<file path="src/rtl/onehot_encode_16_to_4.sv">
// Sequential 16-to-4 encoder: captures a select vector and emits one index per accepted beat.
// Define ONEHOT_ENCODE_ROUND_ROBIN_EN for rotating-pointer selection instead of lowest-first.
module onehot_encode_16_to_4 #(
    parameter int unsigned N_LINES = 16,
    parameter int unsigned IDX_W   = 4
) (
    input  logic               clk,
    input  logic               clr_n,
    input  logic [N_LINES-1:0] req_in,
    input  logic               req_valid,
    output logic               req_ready,
    output logic [IDX_W-1:0]   enc_out,
    output logic               enc_valid,
    output logic               enc_last,
    input  logic               enc_ready,
    output logic               zero_req,
    output logic               multi_hot,
    output logic [IDX_W:0]     pend_cnt
);

    typedef enum logic [0:0] {StIdle, StDrain} state_e;

    localparam logic [IDX_W:0] CntOne = (IDX_W+1)'(1);

    state_e               state_q, state_d;
    logic [N_LINES-1:0]   pend_q, pend_d;
    logic [IDX_W:0]       cnt_q, cnt_d;
    logic                 multi_q, multi_d;
    logic                 zero_q, zero_d;
    logic [IDX_W-1:0]     sel_idx;

    function automatic logic [IDX_W:0] popcount(input logic [N_LINES-1:0] v);
        logic [IDX_W:0] c;
        c = '0;
        for (int i = 0; i < N_LINES; i++) begin
            c = c + {{IDX_W{1'b0}}, v[i]};
        end
        return c;
    endfunction

`ifdef ONEHOT_ENCODE_ROUND_ROBIN_EN
    logic [IDX_W-1:0] ptr_q, ptr_d;
    logic [IDX_W-1:0] cand;
    logic             found;

    // Pointer addition wraps naturally because N_LINES == 2**IDX_W.
    always_comb begin
        sel_idx = '0;
        found   = 1'b0;
        cand    = '0;
        for (int i = 0; i < N_LINES; i++) begin
            cand = ptr_q + IDX_W'(i);
            if (!found && pend_q[cand]) begin
                sel_idx = cand;
                found   = 1'b1;
            end
        end
    end

    always_comb begin
        ptr_d = ptr_q;
        if (state_q == StDrain && enc_ready) begin
            ptr_d = sel_idx + IDX_W'(1);
        end
    end

    always_ff @(posedge clk or negedge clr_n) begin
        if (!clr_n) begin
            ptr_q <= '0;
        end else begin
            ptr_q <= ptr_d;
        end
    end
`else
    always_comb begin
        sel_idx = '0;
        for (int i = N_LINES - 1; i >= 0; i--) begin
            if (pend_q[i]) begin
                sel_idx = IDX_W'(i);
            end
        end
    end
`endif

    always_comb begin
        state_d = state_q;
        pend_d  = pend_q;
        cnt_d   = cnt_q;
        multi_d = multi_q;
        zero_d  = 1'b0;
        unique case (state_q)
            StIdle: begin
                if (req_valid) begin
                    if (req_in == '0) begin
                        zero_d  = 1'b1;
                        multi_d = 1'b0;
                    end else begin
                        pend_d  = req_in;
                        cnt_d   = popcount(req_in);
                        multi_d = (popcount(req_in) > CntOne);
                        state_d = StDrain;
                    end
                end
            end
            StDrain: begin
                if (enc_ready) begin
                    pend_d[sel_idx] = 1'b0;
                    cnt_d           = cnt_q - CntOne;
                    if (cnt_q == CntOne) begin
                        state_d = StIdle;
                    end
                end
            end
            default: state_d = StIdle;
        endcase
    end

    always_ff @(posedge clk or negedge clr_n) begin
        if (!clr_n) begin
            state_q <= StIdle;
            pend_q  <= '0;
            cnt_q   <= '0;
            multi_q <= 1'b0;
            zero_q  <= 1'b0;
        end else begin
            state_q <= state_d;
            pend_q  <= pend_d;
            cnt_q   <= cnt_d;
            multi_q <= multi_d;
            zero_q  <= zero_d;
        end
    end

    // Outputs depend on registered state only; enc_ready and req_in never reach them.
    assign req_ready = (state_q == StIdle);
    assign enc_valid = (state_q == StDrain);
    assign enc_last  = (state_q == StDrain) && (cnt_q == CntOne);
    assign enc_out   = sel_idx;
    assign zero_req  = zero_q;
    assign multi_hot = multi_q;
    assign pend_cnt  = cnt_q;

endmodule
</file>
<file path="config.mk">
export PLATFORM = sky130hd
export DESIGN_NAME = onehot_encode_16_to_4
export DESIGN_NICKNAME = d
export VERILOG_FILES = /design/src/rtl/onehot_encode_16_to_4.sv
export SDC_FILE = /design/constraint.sdc
export NUM_CORES = 1
export LEC_CHECK = 0
export CORE_ASPECT_RATIO = 0.75
export CORE_MARGIN = 4
export CORE_UTILIZATION = 53
export DETAILED_ROUTE_END_ITERATION = 16
export PLACE_DENSITY = 0.8
export SYNTH_ARGS = -nofsm -noshare
export SYNTH_HDL_FRONTEND = slang
export SYNTH_SLANG_ARGS = --single-unit
</file>
<file path="constraint.sdc">
create_clock -name clk -period 2.1 [get_ports clk]
set_clock_uncertainty 0.1 [all_clocks]
set_input_delay 0.42 -clock clk [delete_from_list [all_inputs] [get_ports clk]]
set_output_delay 0.42 -clock clk [all_outputs]
set_load 0.005 [all_outputs]
</file>
==> results of run 1 <==
[kinds of logic after synthesis]
group / synth area share [%]
xor gates and xnor gates: 0.908
muxes: 6.87
DFF: 31.1
adders and majority gates: 15.6
buffers and inverters: 8.43
and+or+nand+nor: 17.8
AOI/OAI and AO/OA: 19.3
[synthesized netlist by cell type (2+ instances only)]
cell	number
a21o_1	2
and2_1	2
nor4b_1	2
nand2_1	10
mux2i_1	11
o21ai_1	2
o31ai_1	3
ha_1	8
buf_6	3
a21oi_1	18
fa_1	10
nor2_1	14
or3_1	2
nand3_1	4
nor4_1	6
o221a_2	2
mux2_2	2
inv_1	30
o21ai_0	6
dfrtp_1	24
inv_2	2
nand2b_1	3
o211a_1	2
a221oi_2	2
nor2b_1	4
o211ai_1	2
nor3_1	5
[stage by stage]
stage	setup WS [ns]	setup TNS, ns
CTS	-1.78	-9.76
global placement	-2.38	-21.17
detailed placement	-2.54	-22.42
floorplan	-1.72	-8.82
[repair_timing]
action                     in CTS
cloned                          2
pin swaps                      24
setup endpoints to repair      28
gates resized for setup       100
hold buffers                    0
setup buffers                  19
==> summary.txt, run 1 <==
Synthesis
  – Top-area cell type share of the netlist area: 31.1%
  – Distinct cells, synth: 52
  – Synthesized area: 0.00193 mm²
  – Post-synth EDFFs: 0
  – Async set or reset register ratio after synthesis: 100%
  – Syn Nets: 244
  – Area contributors post-synth: dfrtp_1, fa_1, inv_1, mux2i_1, ha_1
  – Number of synthesized register bits: 24
  – Post-Syn Area per Cell: 9.37 µm²
  – Post-synthesis cell count: 206
  – Seq/Total Area, Yosys: 31.1%
  – Synth area leader: dfrtp_1
  – Synth Warn #: 0
  – Synth Flop Type: dfrtp_1

Clocking
  – Root buf cell: clkbuf_8
  – Num Clock Sinks: 24
  – CTS Buffer Depth: 2
  – Clock buffers created by TritonCTS: 3
  – CTS H-tree lvls: 1

Die
  – Standard-cell rows: 18
  – Die height: 60.3 µm
  – Starting density of the core: 56.7%
  – Die width: 77.7 µm
  – Top-level I/O count: 34

Placed design
  – Post-DP HPWL: 5.00 mm
  – Routability cong.: 1.03
  – Placed cell area: 0.00283 mm²
  – Buffers on Ports: 33
  – Dpl cells: 353

Outcome
  – Status: aborted with a tool error
  – Err: [ERROR DPL-0038] Utilization greater than 100%, impossible to legalize
  – Exit stage: 5_1_grt

STA
  – Worst_ep kind: sequential cell input
  – Worst EP post-GRT repair: multi_hot$_DFFE_PN0P_/D

GRT
  – Largest net degree at the start of global routing: 25
==> run 2: changes to the inputs <==
--- a/config.mk
+++ b/config.mk
@@ -5,11 +5,10 @@
 export SDC_FILE = /design/constraint.sdc
 export NUM_CORES = 1
 export LEC_CHECK = 0
-export CORE_ASPECT_RATIO = 0.75
 export CORE_MARGIN = 4
-export CORE_UTILIZATION = 53
+export CORE_UTILIZATION = 40
 export DETAILED_ROUTE_END_ITERATION = 16
-export PLACE_DENSITY = 0.8
+export PLACE_DENSITY_LB_ADDON = 0.15
 export SYNTH_ARGS = -nofsm -noshare
 export SYNTH_HDL_FRONTEND = slang
 export SYNTH_SLANG_ARGS = --single-unit
==> run 2 against run 1 <==
  * The flow now finishes, with violations (negative setup slack)
  * Synthesized cell count unchanged
  * Synthesized area stayed put
==> summary.txt, run 2 <==
Synthesis
  – Synth cell count leaders: inv_1, dfrtp_1, a21oi_1
  – Count leader, synth: inv_1
  – Synth Flop Type: dfrtp_1
  – Area contributors post-synth: dfrtp_1, fa_1, inv_1, mux2i_1, ha_1
  – Number of synthesized register bits: 24
  – Synth Warn #: 0
  – Post-Syn Area per Cell: 9.37 µm²
  – Syn Nets: 244
  – Post-synthesis cell count: 206
  – Async set or reset register ratio after synthesis: 100%
  – Post-synth EDFFs: 0
  – Synth area leader: dfrtp_1
  – Seq/Total Area, Yosys: 31.1%
  – Distinct cells, synth: 52
  – Top-area cell type share of the netlist area: 31.1%
  – Synthesized area: 0.00193 mm²

Power
  – Logic pwr share: 75.5%
  – Reg power frac: 18.1%
  – Switch Pwr: 2.24 mW
  – P per Cell Area: 1490 mW/mm²
  – Leakage: 1.73 nW
  – Clock network fraction of design power: 6.4%
  – Switching Share: 42.8%
  – Internal power: 2.99 mW
  – VDD IR max: 782 µV

STA
  – Worst-margin pin slew: 0.415 ns
  – Rel. slew slack: 72.1%
  – RSZ-0062 raised after global routing: true
  – Hold Slack: 0.392 ns
  – Final setup vio count: 7
  – Worst setup margin: -1.71 ns
  – Fin. max-slew vios: 0
  – Peak Freq: 0.263 GHz
  – Final Cycle Share: 181%
  – Tmin final: 3.81 ns
  – Fin. Hold Viols: 0

Die
  – Top-level I/O count: 34
  – Die width: 77.5 µm
  – Starting density of the core: 41.1%
  – Die height: 77.5 µm
  – Core area: 0.00469 mm²
  – Die Area: 0.00600 mm²
  – Standard-cell rows: 25

GRT
  – Initial antenna violation count: 0
  – Congestion Overflow GR: 0
  – Largest net degree at the start of global routing: 25
  – All-Layer GR Usage: 21.1%
  – Vias in the first global route: 2049
  – First-pass GRT wire length: 10.1 mm

Setup path
  – Worst Setup Path Type: primary input to flip-flop
  – Worst Setup End Kind: flip-flop
  – R2R Path End: pend_q[14]$_DFFE_PN0P_
  – R2R Path Start: pend_q[14]$_DFFE_PN0P_
  – Critical path arrival: 3.87 ns
  – Required @ worst endpoint: 2.17 ns
  – Critical Path Fanout Max: 2
  – Crit path launch: req_in[13]
  – R2R cell count: 10
  – Worst reg-to-reg setup slack: 0.04 ns
  – CP endpoint: pend_cnt[2]$_DFFE_PN0P_
  – Crit start category: primary input

Layout
  – Commonest cells after routing, fill and taps aside: buf_4, dfrtp_1, inv_1
  – Most common cell after layout, fill and taps aside: buf_4
  – Layout net count: 372
  – Layout fillers: 293
  – Utilization after layout: 74.9%
  – Proportion of layout cells with a drive suffix above 1: 54.4%
  – Max FFs per register: 16
  – Diode count: 0
  – Top reg by flops: pend_q
  – P&R area growth vs syn: 82.1%

Drt
  – Wire length per cell: 18.7 µm
  – DR vias/cell: 5.53
  – DRT iter0 DRCs: 209
  – Final wirelength: 7.23 mm
  – Routed Antenna Nets: 0
  – Via count: 2139
  – Post-route DRC: 0
  – Detailed Routing Iterations Pass 1: 4

Clocking
  – CTS tree: yes
  – CTS H-tree lvls: 1
  – Num Clock Sinks: 24
  – Clock Latency Late Sink: 0.27 ns
  – Clock buffers created by TritonCTS: 3
  – Hold-fix buffer count after cts: 0
  – Clk pin slew, worst setup/hold paths: 0.09 ns
  – Root buf cell: clkbuf_8
  – CTS Buffer Depth: 2

Outcome
  – Failing checks: negative setup slack
  – Status: finished, violations left

Placed design
  – Post-DP HPWL: 4.56 mm
  – Buffers on Ports: 33
  – Pre-CTS setup slack: -2.46 ns
  – Routability cong.: 0.911

Flow run
  – # Max-Cap Violations: 0

Worst hold path
  – Hold Crit Class: primary input to flip-flop
  – Hold wc startpoint: req_in[3]
## run 2: cell counts after synthesis
Identical to the previous run, type by type.
## run 2: repair_timing
| action | CTS | global route |
|---|---|---|
| cloned | 0 | 2 |
| pin swaps | 21 | 30 |
| endpoints found under the setup margin | 27 | 25 |
| setup buffers | 13 | 8 |
| resized for setup | 102 | 54 |
## run 2: through the flow
stage | power, mW | setup TNS (ns) | instance area (µm²) | instances
after floorplan | 2.24 | -8.82 | 1960 | 206
after global placement | 3.65 | -23.99 | 2880 | 363
after detailed placement | 3.68 | -23.78 | 2880 | 363
after CTS | 4.50 | -9.02 | 3180 | 378
after global routing | 5.52 | -9.78 | 3510 | 387
final | 5.23 | -9.04 | 3510 | 387
## run 2: cell families (layout without fill, tap and decap cells)
kind of cell,Yosys count,after routing,synth area share [%]
multiplexers,13,13,6.87
AO/OA/AOI/OAI,51,51,19.3
buffers and inverters,37,164,8.43
AND/OR/NAND/NOR,61,61,17.8
adder cells (fa/ha/maj),18,18,15.6
flip-flops,24,24,31.1
XOR/XNOR,2,2,0.908
## run 2: per-layer routing
layer  part of all wire (%)  vias up  track usage (%)
li1                       -      982                -
met1                     44     1080             30.5
met2                     49       69             33.2
met3                    5.6        8             2.55
met4                    1.8        0             5.87
met5                      0        -                0
## run 2: power groups by stage
stage	clock network [mW]	logic [mW]	registers, mW
after floorplan	0	1.33	0.907
after global placement	0	2.78	0.871
after detailed placement	0	2.81	0.871
after CTS	0.323	3.27	0.909
after global routing	0.347	4.20	0.969
final	0.334	3.95	0.948
## run 2: cell type report
class                           instances  area, µm²  share of cell area [%]
Multi-Input combinational cell        145       1510                    43.0
Timing Repair Buffer                  128       1140                    32.5
Sequential cell                        24        604                    17.2
Inverter                               32        133                    3.77
Tap cell                               54       67.6                    1.92
Clock buffer                            4       55.1                    1.57
## run 2: worst min-delay path by stage
stage / to / slack, ns / cells past startpoint
floorplan: enc_valid$_DFF_PN0_ / 0.02 / 0
global placement: multi_hot$_DFFE_PN0P_ / 0.43 / 2
global route: pend_q[3]$_DFFE_PN0P_ / 0.42 / 4
CTS: pend_q[3]$_DFFE_PN0P_ / 0.40 / 4
finish: pend_q[3]$_DFFE_PN0P_ / 0.39 / 4
detailed placement: multi_hot$_DFFE_PN0P_ / 0.42 / 2
## run 2: worst max-delay path, stage by stage
cell and delay, ns:
buf_8 0.08, inv_4 0.03, fa_1 0.51, fa_1 0.57
fa_2 0.46, fa_1 0.50, inv_2 0.05, ha_4 0.16
fa_2 0.42, xor2_4 0.18, mux2_4 0.29, o221a_4 0.22
(Power assumes the default switching activity.)
